$ cat config.mk
export PLATFORM = sky130hd
export DESIGN_NAME = spi_slave
export DESIGN_NICKNAME = d
export VERILOG_FILES = /design/src/rtl/spi_slave.sv
export SDC_FILE = /design/constraint.sdc
export NUM_CORES = 1
export LEC_CHECK = 0
export ABC_AREA = 0
export ABC_CLOCK_PERIOD_IN_PS = 3250
export CORE_MARGIN = 8
export CORE_UTILIZATION = 50
export DETAILED_ROUTE_END_ITERATION = 10
export GPL_ROUTABILITY_DRIVEN = 0
export PLACE_DENSITY = 0.74
export SYNTH_ARGS = -nofsm -noshare
export SYNTH_HDL_FRONTEND = slang
export SYNTH_SLANG_ARGS = --single-unit
$ cat constraint.sdc
create_clock -name clk -period 3.25 [get_ports clk]
set_clock_uncertainty 0.15 [all_clocks]
set_input_delay 0.4875 -clock clk [delete_from_list [all_inputs] [get_ports clk]]
set_output_delay 0.4875 -clock clk [all_outputs]
set_load 0.01 [all_outputs]
$ cat src/rtl/spi_slave.sv
// rtl/spi_slave.sv - SPI slave endpoint of the inter-FPGA link, system-clock domain
//
// Purpose:
//   Receives fixed-length LSB-first frames from the SPI master and returns a
//   response word on miso within the same frame. sclk, cs and mosi are
//   asynchronous to clk. They are synchronized and edge-detected here.
//   sclk idles high. The master drives mosi and samples miso on sclk rising
//   edges. This slave samples mosi on sclk falling edges.
//
// Ports:
//   clk         system clock, at least 8x the sclk frequency
//   reset       asynchronous active-low reset
//   sclk        SPI clock from master (idles high)
//   cs          chip select from master (active level CS_ACTIVE)
//   mosi        serial data from master
//   miso        serial response to master
//   tx_data     response word, captured when cs goes active
//   rx_data     last correctly received frame
//   rx_valid    one-clk pulse when rx_data is updated
//   frame_error one-clk pulse when a frame ends with a bad bit count
//   busy        high while a frame is in progress

`timescale 1ns/1ps

module spi_slave #(
  parameter int   DATA_WIDTH  = 16,
  parameter int   SYNC_STAGES = 2,
  parameter logic CS_ACTIVE   = 1'b0
) (
  input  logic                  clk,
  input  logic                  reset,
  input  logic                  sclk,
  input  logic                  cs,
  input  logic                  mosi,
  output logic                  miso,
  input  logic [DATA_WIDTH-1:0] tx_data,
  output logic [DATA_WIDTH-1:0] rx_data,
  output logic                  rx_valid,
  output logic                  frame_error,
  output logic                  busy
);

  localparam int SW = $clog2(SYNC_STAGES + 1);

  typedef enum logic [1:0] {
    WAIT_IDLE,
    IDLE,
    RECV
  } state_t;

  state_t                  state;
  logic [SYNC_STAGES-1:0]  sclk_sync;
  logic [SYNC_STAGES-1:0]  cs_sync;
  logic [SYNC_STAGES-1:0]  mosi_sync;
  logic                    sclk_d;
  logic                    cs_d;
  logic [SW-1:0]           settle_cnt;
  logic [DATA_WIDTH-1:0]   tx_shift;
  logic [DATA_WIDTH-1:0]   rx_shift;
  logic [4:0]              bit_cnt;

  logic sclk_s;
  logic cs_s;
  logic mosi_s;
  logic cs_act;
  logic cs_act_d;
  logic sclk_fall;
  logic sclk_rise;
  logic cs_on;
  logic cs_off;

  // All three inputs share one synchronizer depth, so mosi_s is aligned
  // with the sclk edge detect derived from sclk_s.
  always_ff @(posedge clk or negedge reset) begin
    if (!reset) begin
      sclk_sync <= '1;
      cs_sync   <= {SYNC_STAGES{~CS_ACTIVE}};
      mosi_sync <= '0;
      sclk_d    <= 1'b1;
      cs_d      <= ~CS_ACTIVE;
    end else begin
      sclk_sync <= {sclk_sync[SYNC_STAGES-2:0], sclk};
      cs_sync   <= {cs_sync[SYNC_STAGES-2:0], cs};
      mosi_sync <= {mosi_sync[SYNC_STAGES-2:0], mosi};
      sclk_d    <= sclk_s;
      cs_d      <= cs_s;
    end
  end

  assign sclk_s    = sclk_sync[SYNC_STAGES-1];
  assign cs_s      = cs_sync[SYNC_STAGES-1];
  assign mosi_s    = mosi_sync[SYNC_STAGES-1];
  assign cs_act    = (cs_s == CS_ACTIVE);
  assign cs_act_d  = (cs_d == CS_ACTIVE);
  assign sclk_fall = sclk_d & ~sclk_s;
  assign sclk_rise = ~sclk_d & sclk_s;
  assign cs_on     = cs_act & ~cs_act_d;
  assign cs_off    = ~cs_act & cs_act_d;

  // tx_shift is zero outside a frame, so miso idles low.
  assign miso = tx_shift[0];

  always_ff @(posedge clk or negedge reset) begin
    if (!reset) begin
      state       <= WAIT_IDLE;
      settle_cnt  <= '0;
      tx_shift    <= '0;
      rx_shift    <= '0;
      bit_cnt     <= '0;
      rx_data     <= '0;
      rx_valid    <= 1'b0;
      frame_error <= 1'b0;
      busy        <= 1'b0;
    end else begin
      rx_valid    <= 1'b0;
      frame_error <= 1'b0;
      case (state)
        // The cs chain comes out of reset reading inactive even if the pin is
        // active, so require SYNC_STAGES+1 consecutive inactive samples. That
        // outlasts the stale reset contents and keeps a frame that was already
        // running at reset release from being picked up halfway.
        WAIT_IDLE: begin
          busy <= 1'b0;
          if (!cs_act) begin
            if (settle_cnt == SW'(SYNC_STAGES)) begin
              state <= IDLE;
            end else begin
              settle_cnt <= settle_cnt + SW'(1);
            end
          end else begin
            settle_cnt <= '0;
          end
        end

        IDLE: begin
          if (cs_on) begin
            tx_shift <= tx_data;
            rx_shift <= '0;
            bit_cnt  <= '0;
            busy     <= 1'b1;
            state    <= RECV;
          end
        end

        RECV: begin
          // cs release takes priority. The master's last rising edge lands
          // together with it and is deliberately dropped.
          if (cs_off) begin
            state    <= IDLE;
            busy     <= 1'b0;
            tx_shift <= '0;
            if (int'(bit_cnt) == DATA_WIDTH) begin
              rx_data  <= rx_shift;
              rx_valid <= 1'b1;
            end else begin
              frame_error <= 1'b1;
            end
          end else if (sclk_fall) begin
            rx_shift <= {mosi_s, rx_shift[DATA_WIDTH-1:1]};
            if (bit_cnt != 5'd31) begin
              bit_cnt <= bit_cnt + 5'd1;
            end
          end else if (sclk_rise && bit_cnt != 5'd0) begin
            // The master has just sampled bit k, so present bit k+1.
            tx_shift <= {1'b0, tx_shift[DATA_WIDTH-1:1]};
          end
        end

        default: state <= WAIT_IDLE;
      endcase
    end
  end

endmodule

==> flow_metrics.tcl, run 1 <==
set metrics [dict create \
    outcome "finished clean" \
    grt_overflow 0 \
    pin_count 41 \
    grt_max_degree 69 \
    grt_pass1_vias 2483 \
    p_per_area_mw_per_mm2 686.5 \
    critPathCaptureType "flip-flop" \
    hpwlAfterDp_mm 4.277 \
    arrival_ps 2350 \
    syn-mean-instance-area_um2 10.81 \
    synth_top_family_by_area "simple AND/OR/NAND/NOR gates" \
    synthArstFlopShare_pct 100.0 \
    diodes 0 \
    ant_nets 0 \
    netlist_area_mm2 0.003331 \
    cts-root-buf "clkbuf_8" \
    power_leakage_nw 1.821 \
    drtIter0Drc 180 \
    cts_setup_buffers 0 \
    hold_violations 0 \
    syn2layout_area_growth_pct 18.33 \
    cp-startpoint "bit_cnt[1]" \
    initial_core_util_pct 52.16 \
    synthFlopType "dfrtp_1" \
    fmax_mhz 439.1 \
    core_area_mm2 0.006386 \
    final_util_pct 61.72 \
    finalSetupTns_ps 0 \
    cts-resized-gates 0 \
    dpl.cell_count 406 \
    drc 0 \
    clock_latency_ps 340 \
    synth_fa_ha_area_share_pct 1.503 \
    grt_busiest_layer "met2" \
    setup_viol 0 \
    die_w_um 97.62 \
    drtPass1Iterations 5 \
    fin_crit_sh_pct 70.07 \
    port_buffers 40 \
    criticalPathCategory "reg2reg" \
    grtUsageMet3_pct 3.201 \
    clk_pin_slew_worst_paths_ps 80 \
    h-tree-depth 3 \
    startpoint_type "flip-flop" \
    cts.sinks 68 \
    wl_per_cell_um 16.07 \
    drv_cap 0 \
    antenna_found_initial 0 \
    synth_nets 333 \
    synth_edf_count 0 \
    vias 2430 \
    syn-instance-count 308 \
    synth_xor_area_share_pct 0 \
    cts_max_path_buffers 2 \
    r2r_slack_ps 970 \
    ff2ff_path_depth 6 \
    die_area_mm2 0.009529 \
    cp_max_fo 16 \
    synthMuxAreaShare_pct 11.12 \
    finalWirelength_mm 6.781 \
    nNetsFinal 365 \
    via_per_inst 5.758 \
    maxSlewHeadroom_pct 37.84 \
    drv_slew 0 \
    synth_warnings 0 \
    ys_seq_area_share_pct 51.31 \
    layout_min_cycle_time_ps 2277 \
    use_met2_pct 22.19 \
    tritoncts.num_buffers 9 \
    yosysUniqueCellTypes 36 \
    hold_buffers 0 \
    track_usage_pct 14.67 \
    required_ps 3320 \
    r2r-end "tx_shift[6]" \
    gr-usage-met1_pct 18.96 \
    drive_gt1_share_pct 18.55 \
    grt_pass1_wl_mm 11.82 \
    ir_drop_mv 0.4869 \
    instances_no_fill 422 \
    min_path_type "in2async" \
    r2r-start "bit_cnt[1]" \
    cts_tree "built" \
    tightest_slew_ps 932.4 \
    synth-simple-area-share_pct 14.61 \
    synth-compound-area-share_pct 13.30 \
    rsz0062_at_grt "no" \
    rows 29 \
    die_height_um 97.62 \
    synth-seq-cells 68 \
]
-- power breakdown --
part	switching, W	internal [W]
Sequential	0.000131	0.00101
Clock	0.000347	0.000358
Combinational	0.000458	0.000397
-- cells by family (layout without fill, tap and decap cells) --
kind of cell / Yosys count / in the layout
mux: 35 / 35
compound gates: 61 / 61
flops: 68 / 68
buf+inv: 64 / 101
simple gates: 76 / 76
fa+ha+maj: 4 / 4
-- stage by stage --
stage          setup slack (ps)  power (W)  hold slack [ps]  area (µm²)
6_report                  972.6   0.002706            159.1        3941
3_3_place_gp               1051   0.001971            185.8        3742
2_1_floorplan              1364   0.001798            41.91        3331
5_1_grt                   841.0   0.002883            208.2        3941
3_5_place_dp               1005   0.002010            187.3        3742
4_1_cts                   981.9   0.002719            206.5        3941
-- area by class of cell --
cell class              instances  area [µm²]
clock buffers                   9       123.9
clock inverters                 7       75.07
fillers                       510        2445
inverters                      39       146.4
multi-input cells             176        1350
flip-flops and latches         68        1709
well taps                      77       96.34
repair buffers                 46       440.4
-- placed cells by master (no fill, tap or decap), types with 2 or more instances in the layout --
cell             count
inv_6                2
mux2i_1             19
clkinvlp_4           3
nand4_1              4
inv_1               39
nor3b_1              2
clkdlybuf4s50_1     39
or3b_2              15
ha_1                 4
buf_4                6
a222oi_1            15
dfrtp_1             62
dfstp_2              6
mux2_2              16
and3_1               4
nand2_1             18
nor2b_1              2
a21oi_1              4
o211ai_1            17
clkbuf_8             9
nand3_1              2
o21ai_0             18
nand2b_1             5
a211o_1              2
nor3_1              17
-- worst max path at each step --
stage | to | slack, ps
2_1_floorplan | tx_shift[10] | 1360
3_5_place_dp | tx_shift[4] | 1010
3_3_place_gp | tx_shift[4] | 1050
4_1_cts | tx_shift[4] | 980
6_report | tx_shift[6] | 970
5_1_grt | tx_shift[4] | 840
-- routing by layer --
| layer | up-vias | wire length (µm) |
|---|---|---|
| met5 | - | 0 |
| met2 | 69 | 3214 |
| li1 | 1164 | - |
| met4 | 0 | 119 |
| met1 | 1185 | 3129 |
| met3 | 12 | 316 |
-- worst max-delay path: stages (launching register included) --
cell and delay, ps:
dfrtp_1 390, inv_1 80, ha_1 210, nor4b_4 140, buf_4 200, or3b_1 620
a222oi_1 370
-- Yosys cell counts, types with 2 or more instances --
cell	count	share of area, %
o21ai_0	18	2.7
nor2b_1	2	0.38
ha_1	4	1.5
dfstp_2	6	4.7
inv_1	39	4.4
mux2_2	16	5.4
nand3_1	2	0.30
a211o_1	2	0.53
buf_6	3	1.0
nand2b_1	5	0.94
o211ai_1	17	3.8
nor3_1	17	2.6
nand4_1	4	0.75
mux2i_1	19	5.7
or3b_2	15	3.9
a222oi_1	15	4.5
buf_2	7	1.1
a21oi_1	4	0.60
nor3b_1	2	0.45
clkbuf_1	14	1.6
and3_1	4	0.75
dfrtp_1	62	47
nand2_1	18	2.0
-- sequential cells by signal (all words and copies together), names as in the netlist, 2 cells and up --
| signal | cells |
|---|---|
| sclk_sync | 2 |
| bit_cnt | 5 |
| rx_data | 16 |
| state | 2 |
| tx_shift | 16 |
| rx_shift | 16 |
| mosi_sync | 2 |
| cs_sync | 2 |
| settle_cnt | 2 |
Note: power is estimated with default switching activity, not from simulation.
==> run 2: changes to the inputs <==
Settings changed: ABC_CLOCK_PERIOD_IN_PS 3250 to 2210.
Clock period 3.25 ns to 2.21 ns, I/O delays scaled along.
==> flow_metrics.tcl, run 2 (synthesized netlist as in run 1, its figures left out) <==
set metrics [dict create \
    ff2ff_path_depth 6 \
    startpoint_type "flip-flop" \
    clock_latency_ps 340 \
    diodes 0 \
    antenna_found_initial 0 \
    drtPass1Iterations 4 \
    power_leakage_nw 1.885 \
    cp_max_fo 11 \
    final_cell_mix "62 x dfrtp_1, 39 x inv_1, 39 x clkdlybuf4s50_1, 19 x mux2i_1" \
    holdCritStartpoint "mosi_sync[0]" \
    holdPathStages 0 \
    drc 0 \
    core_area_mm2 0.006386 \
    die_height_um 97.62 \
    h-tree-depth 3 \
    finalSetupTns_ps 0 \
    hold_end "mosi_sync[1]" \
    tritoncts.num_buffers 9 \
    grt_max_degree 69 \
    pwr-share-comb_pct 31.1 \
    finalWirelength_mm 7.098 \
    power_frac_seq_pct 39.9 \
    hpwlAfterDp_mm 4.694 \
    setup_viol 0 \
    r2r_slack_ps 190 \
    p_sw_w 0.001370 \
    via_per_inst 5.744 \
    track_usage_pct 15.47 \
    criticalPathCategory "reg2reg" \
    largestRegisters "rx_data (16), rx_shift (16), tx_shift (16)" \
    drtIter0Drc 195 \
    fin_crit_sh_pct 91.22 \
    clock_power_share_pct 29.0 \
    maxSlewHeadroom_pct 64.37 \
    p_per_area_mw_per_mm2 1041 \
    crit_slowest_cell "or3b_1" \
    cts_max_path_buffers 2 \
    clk_pin_slew_worst_paths_ps 70 \
    ir_drop_mv 0.5681 \
    nNetsFinal 374 \
    die_w_um 97.62 \
    cts.sinks 68 \
    rows 29 \
    critPathCaptureType "flip-flop" \
    port_buffers 40 \
    intPower_w 0.002858 \
    pin_count 41 \
    grt_pass1_vias 2558 \
    vias 2470 \
    fillers 491 \
    ant_nets 0 \
    drv_slew 0 \
    layout_min_cycle_time_ps 2016 \
    tightest_slew_ps 529.9 \
    min_path_type "reg2reg" \
    wl_per_cell_um 16.51 \
    rsz0062_at_grt "no" \
    grtUsageMet3_pct 4.552 \
    cts-root-buf "clkbuf_8" \
    grt_overflow 0 \
    path_delay_family "simple AND/OR/NAND/NOR gates" \
    syn2layout_area_growth_pct 21.98 \
    fmax_mhz 496.0 \
    grt_pass1_wl_mm 12.28 \
    cp_num_buf_inv 2 \
    drive_gt1_share_pct 20.11 \
    grt_busiest_layer "met2" \
    die_area_mm2 0.009529 \
    cts_tree "built" \
    drv_cap 0 \
    use_met2_pct 24.62 \
    initial_core_util_pct 52.16 \
    p_sw_share_pct 32.41 \
    outcome "finished clean" \
    cpPeakStageDelay_ps 450 \
    required_ps 2290 \
    r2r-end "tx_shift[8]" \
    r2r-start "bit_cnt[0]" \
    hold_violations 0 \
    arrival_ps 2090 \
    final_common_cell "dfrtp_1" \
    crit_chain "inv_1 > ha_1 > nor4b_4 > or3b_1 > buf_4 > a222oi_1" \
    gr-usage-met1_pct 19.41 \
    finalPower_w 0.004228 \
]
run 2: cell types whose count changed in the layout (fill, tap and decap cells not counted), sizes merged:
cell,delta
buf,+8
inv,-2
clkinvlp,-1
dlygate4sd3,+1
bufinv,+2
run 2: cell type report:
type / count / area [µm²] / area share (%)
clock buffer: 9 / 123.9 / 3.049
clock inverter: 6 / 113.9 / 2.803
inverter: 39 / 146.4 / 3.603
multi-input combinational: 176 / 1350 / 33.23
sequential: 68 / 1709 / 42.07
tap: 77 / 96.34 / 2.371
timing repair buffer: 55 / 523.0 / 12.87
run 2: timing repair:
action	in CTS	in global routing
hold buffers	1	0
resized for setup	0	0
setup buffers	0	0
hold endpoints to repair	62	0
run 2: worst max path at each step:
stage                     cells after the start  slack, ps      endpoint  startpoint
after floorplan                               7        320  tx_shift[10]  bit_cnt[0]
after global placement                        6        260  tx_shift[15]  bit_cnt[0]
after detailed placement                      5        200    rx_data[8]  bit_cnt[0]
after CTS                                     5        190    rx_data[8]  bit_cnt[1]
after global routing                          6         30   tx_shift[7]  bit_cnt[1]
final                                         6        190   tx_shift[8]  bit_cnt[0]
run 2: worst register-to-register path, delay by kind of cell, from the launching register on:
family / cells / cell delay, ps
AO/OA/AOI/OAI: 1 / 260
adder cells (fa/ha/maj): 1 / 210
buffers and inverters: 2 / 300
flip-flops: 1 / 410
AND/OR/NAND/NOR: 2 / 580
run 2: per-stage QoR:
step	cells	setup slack [ps]	utilization [%]	hold slack, ps	area (µm²)
global route	430	31.08	63.62	208.8	4063
detailed placement	414	202.5	59.74	191.1	3815
CTS	430	188.9	63.62	207.5	4063
finish	430	194.0	63.62	205.8	4063
floorplan	308	323.8	-	-114.1	3331
global placement	414	261.9	59.74	185.2	3815
run 2: power by group through the flow:
stage / registers, W / logic, W / clock network, W
3_3_place_gp: 0.00169 / 0.00127 / 0
4_1_cts: 0.00169 / 0.00132 / 0.00125
3_5_place_dp: 0.00171 / 0.00132 / 0
5_1_grt: 0.00172 / 0.00148 / 0.00130
2_1_floorplan: 0.00166 / 0.000987 / 0
6_report: 0.00169 / 0.00132 / 0.00123
run 2: metal layers:
| layer | up-vias | share of wire [%] |
|---|---|---|
| met3 | 5 | 4.9 |
| met2 | 55 | 49 |
| met4 | 0 | 0.73 |
| li1 | 1179 | - |
| met1 | 1231 | 45 |
| met5 | - | 0 |
==> run 3: changes to the inputs <==
Settings changed: CORE_UTILIZATION 50 to 47, PLACE_DENSITY 0.74 to 0.7.
==> flow_metrics.tcl, run 3 (synthesized netlist as in run 1, its figures left out) <==
set metrics [dict create \
    die_area_mm2 0.01004 \
    grt_overflow 0 \
    fillers 613 \
    tritoncts.num_buffers 9 \
    syn2layout_area_growth_pct 22.88 \
    finalSetupTns_ps 0 \
    hpwlAfterDp_mm 4.573 \
    cts-root-buf "clkbuf_8" \
    clk_pin_slew_worst_paths_ps 80 \
    track_usage_pct 14.84 \
    vias 2470 \
    fin_crit_sh_pct 92.40 \
    core_area_mm2 0.006832 \
    die_height_um 100.2 \
    min_path_type "reg2reg" \
    pin_count 41 \
    layout_min_cycle_time_ps 2042 \
    rsz0062_at_grt "no" \
    diodes 0 \
    port_buffers 40 \
    final_cell_mix "62 x dfrtp_1, 39 x inv_1, 39 x clkdlybuf4s50_1, 19 x mux2i_1" \
    startpoint_type "flip-flop" \
    grt_max_degree 69 \
    drv_cap 0 \
    wl_per_cell_um 15.58 \
    hold_violations 0 \
    drive_gt1_share_pct 20.34 \
    drtPass1Iterations 5 \
    rows 30 \
    via_per_inst 5.489 \
    grt_pass1_vias 2443 \
    drv_slew 0 \
    grt_pass1_wl_mm 11.94 \
    largestRegisters "rx_data (16), rx_shift (16), tx_shift (16)" \
    fmax_mhz 489.7 \
    cts.sinks 68 \
    required_ps 2290 \
    outcome "finished clean" \
    setup_viol 0 \
    ant_nets 0 \
    drc 0 \
    cp_max_fo 17 \
    critPathCaptureType "flip-flop" \
    cts_max_path_buffers 2 \
    h-tree-depth 3 \
    arrival_ps 2120 \
    power_leakage_nw 1.898 \
    ir_drop_mv 0.5397 \
    holdWs_ps 207.3 \
    final_common_cell "dfrtp_1" \
    finalPower_w 0.004246 \
    drtIter0Drc 221 \
    p_per_area_mw_per_mm2 1038 \
    antenna_found_initial 0 \
    clock_latency_ps 350 \
    cts-resized-gates 0 \
    cts_tree "built" \
    nNetsFinal 375 \
    final_util_pct 59.91 \
    finalWirelength_mm 7.010 \
    maxSlewHeadroom_pct 68.84 \
    initial_core_util_pct 48.75 \
    cts_setup_buffers 0 \
    die_w_um 100.2 \
    criticalPathCategory "reg2reg" \
    tightest_slew_ps 463.5 \
]
## run 3: worst max-delay path: stages (launching register included)
cell,delay [ps]
dfstp_2,610
nor2b_1,310
nand3_2,440
mux2_2,420
## run 3: area by class of cell
| class | count | area [µm²] | share of cell area, % |
|---|---|---|---|
| Sequential cell | 68 | 1709 | 41.76 |
| Clock inverter | 6 | 112.6 | 2.751 |
| Tap cell | 96 | 120.1 | 2.935 |
| Inverter | 39 | 146.4 | 3.577 |
| Timing Repair Buffer | 56 | 530.5 | 12.96 |
| Clock buffer | 9 | 123.9 | 3.027 |
| Multi-Input combinational cell | 176 | 1350 | 32.99 |
## run 3: final timing paths
| path | startpoint | end | slack (ps) | cells after the start |
|---|---|---|---|---|
| worst max-delay path | cs_sync[1] | rx_data[14] | 170 | 3 |
| worst min-delay path | mosi_sync[0] | mosi_sync[1] | 210 | 0 |
| worst max register to register | cs_sync[1] | rx_data[14] | 170 | 3 |
| worst min register to register | mosi_sync[0] | mosi_sync[1] | 210 | 0 |
| max in group asynchronous | reset | cs_d | 1200 | 3 |
| min in group asynchronous | reset | tx_shift[15] | 380 | 3 |
## run 3: per-stage QoR
step / worst slack [ps] / area [µm²] / cells
2_1_floorplan: 323.8 / 3331 / 308
3_3_place_gp: 239.3 / 3846 / 434
3_5_place_dp: 154.9 / 3846 / 434
4_1_cts: 148.3 / 4093 / 450
5_1_grt: 5.855 / 4093 / 450
6_report: 168.0 / 4093 / 450
## run 3: timing repair
item	4_1_cts	5_1_grt
hold buffers	1	0
endpoints found under the setup margin	0	0
endpoints found under the hold margin	62	0
## run 3: power by group
part	internal, W	switching, W	total [W]
Sequential	0.00149	0.000197	0.00169
Combinational	0.000634	0.000687	0.00132
Clock	0.000747	0.000489	0.00124
## run 3: layer usage
metal / wire (µm) / GRT usage, %
met3: 293 / 4.083
met2: 3351 / 22.67
met4: 97 / 6.047
met1: 3267 / 19.34
met5: 0 / 0
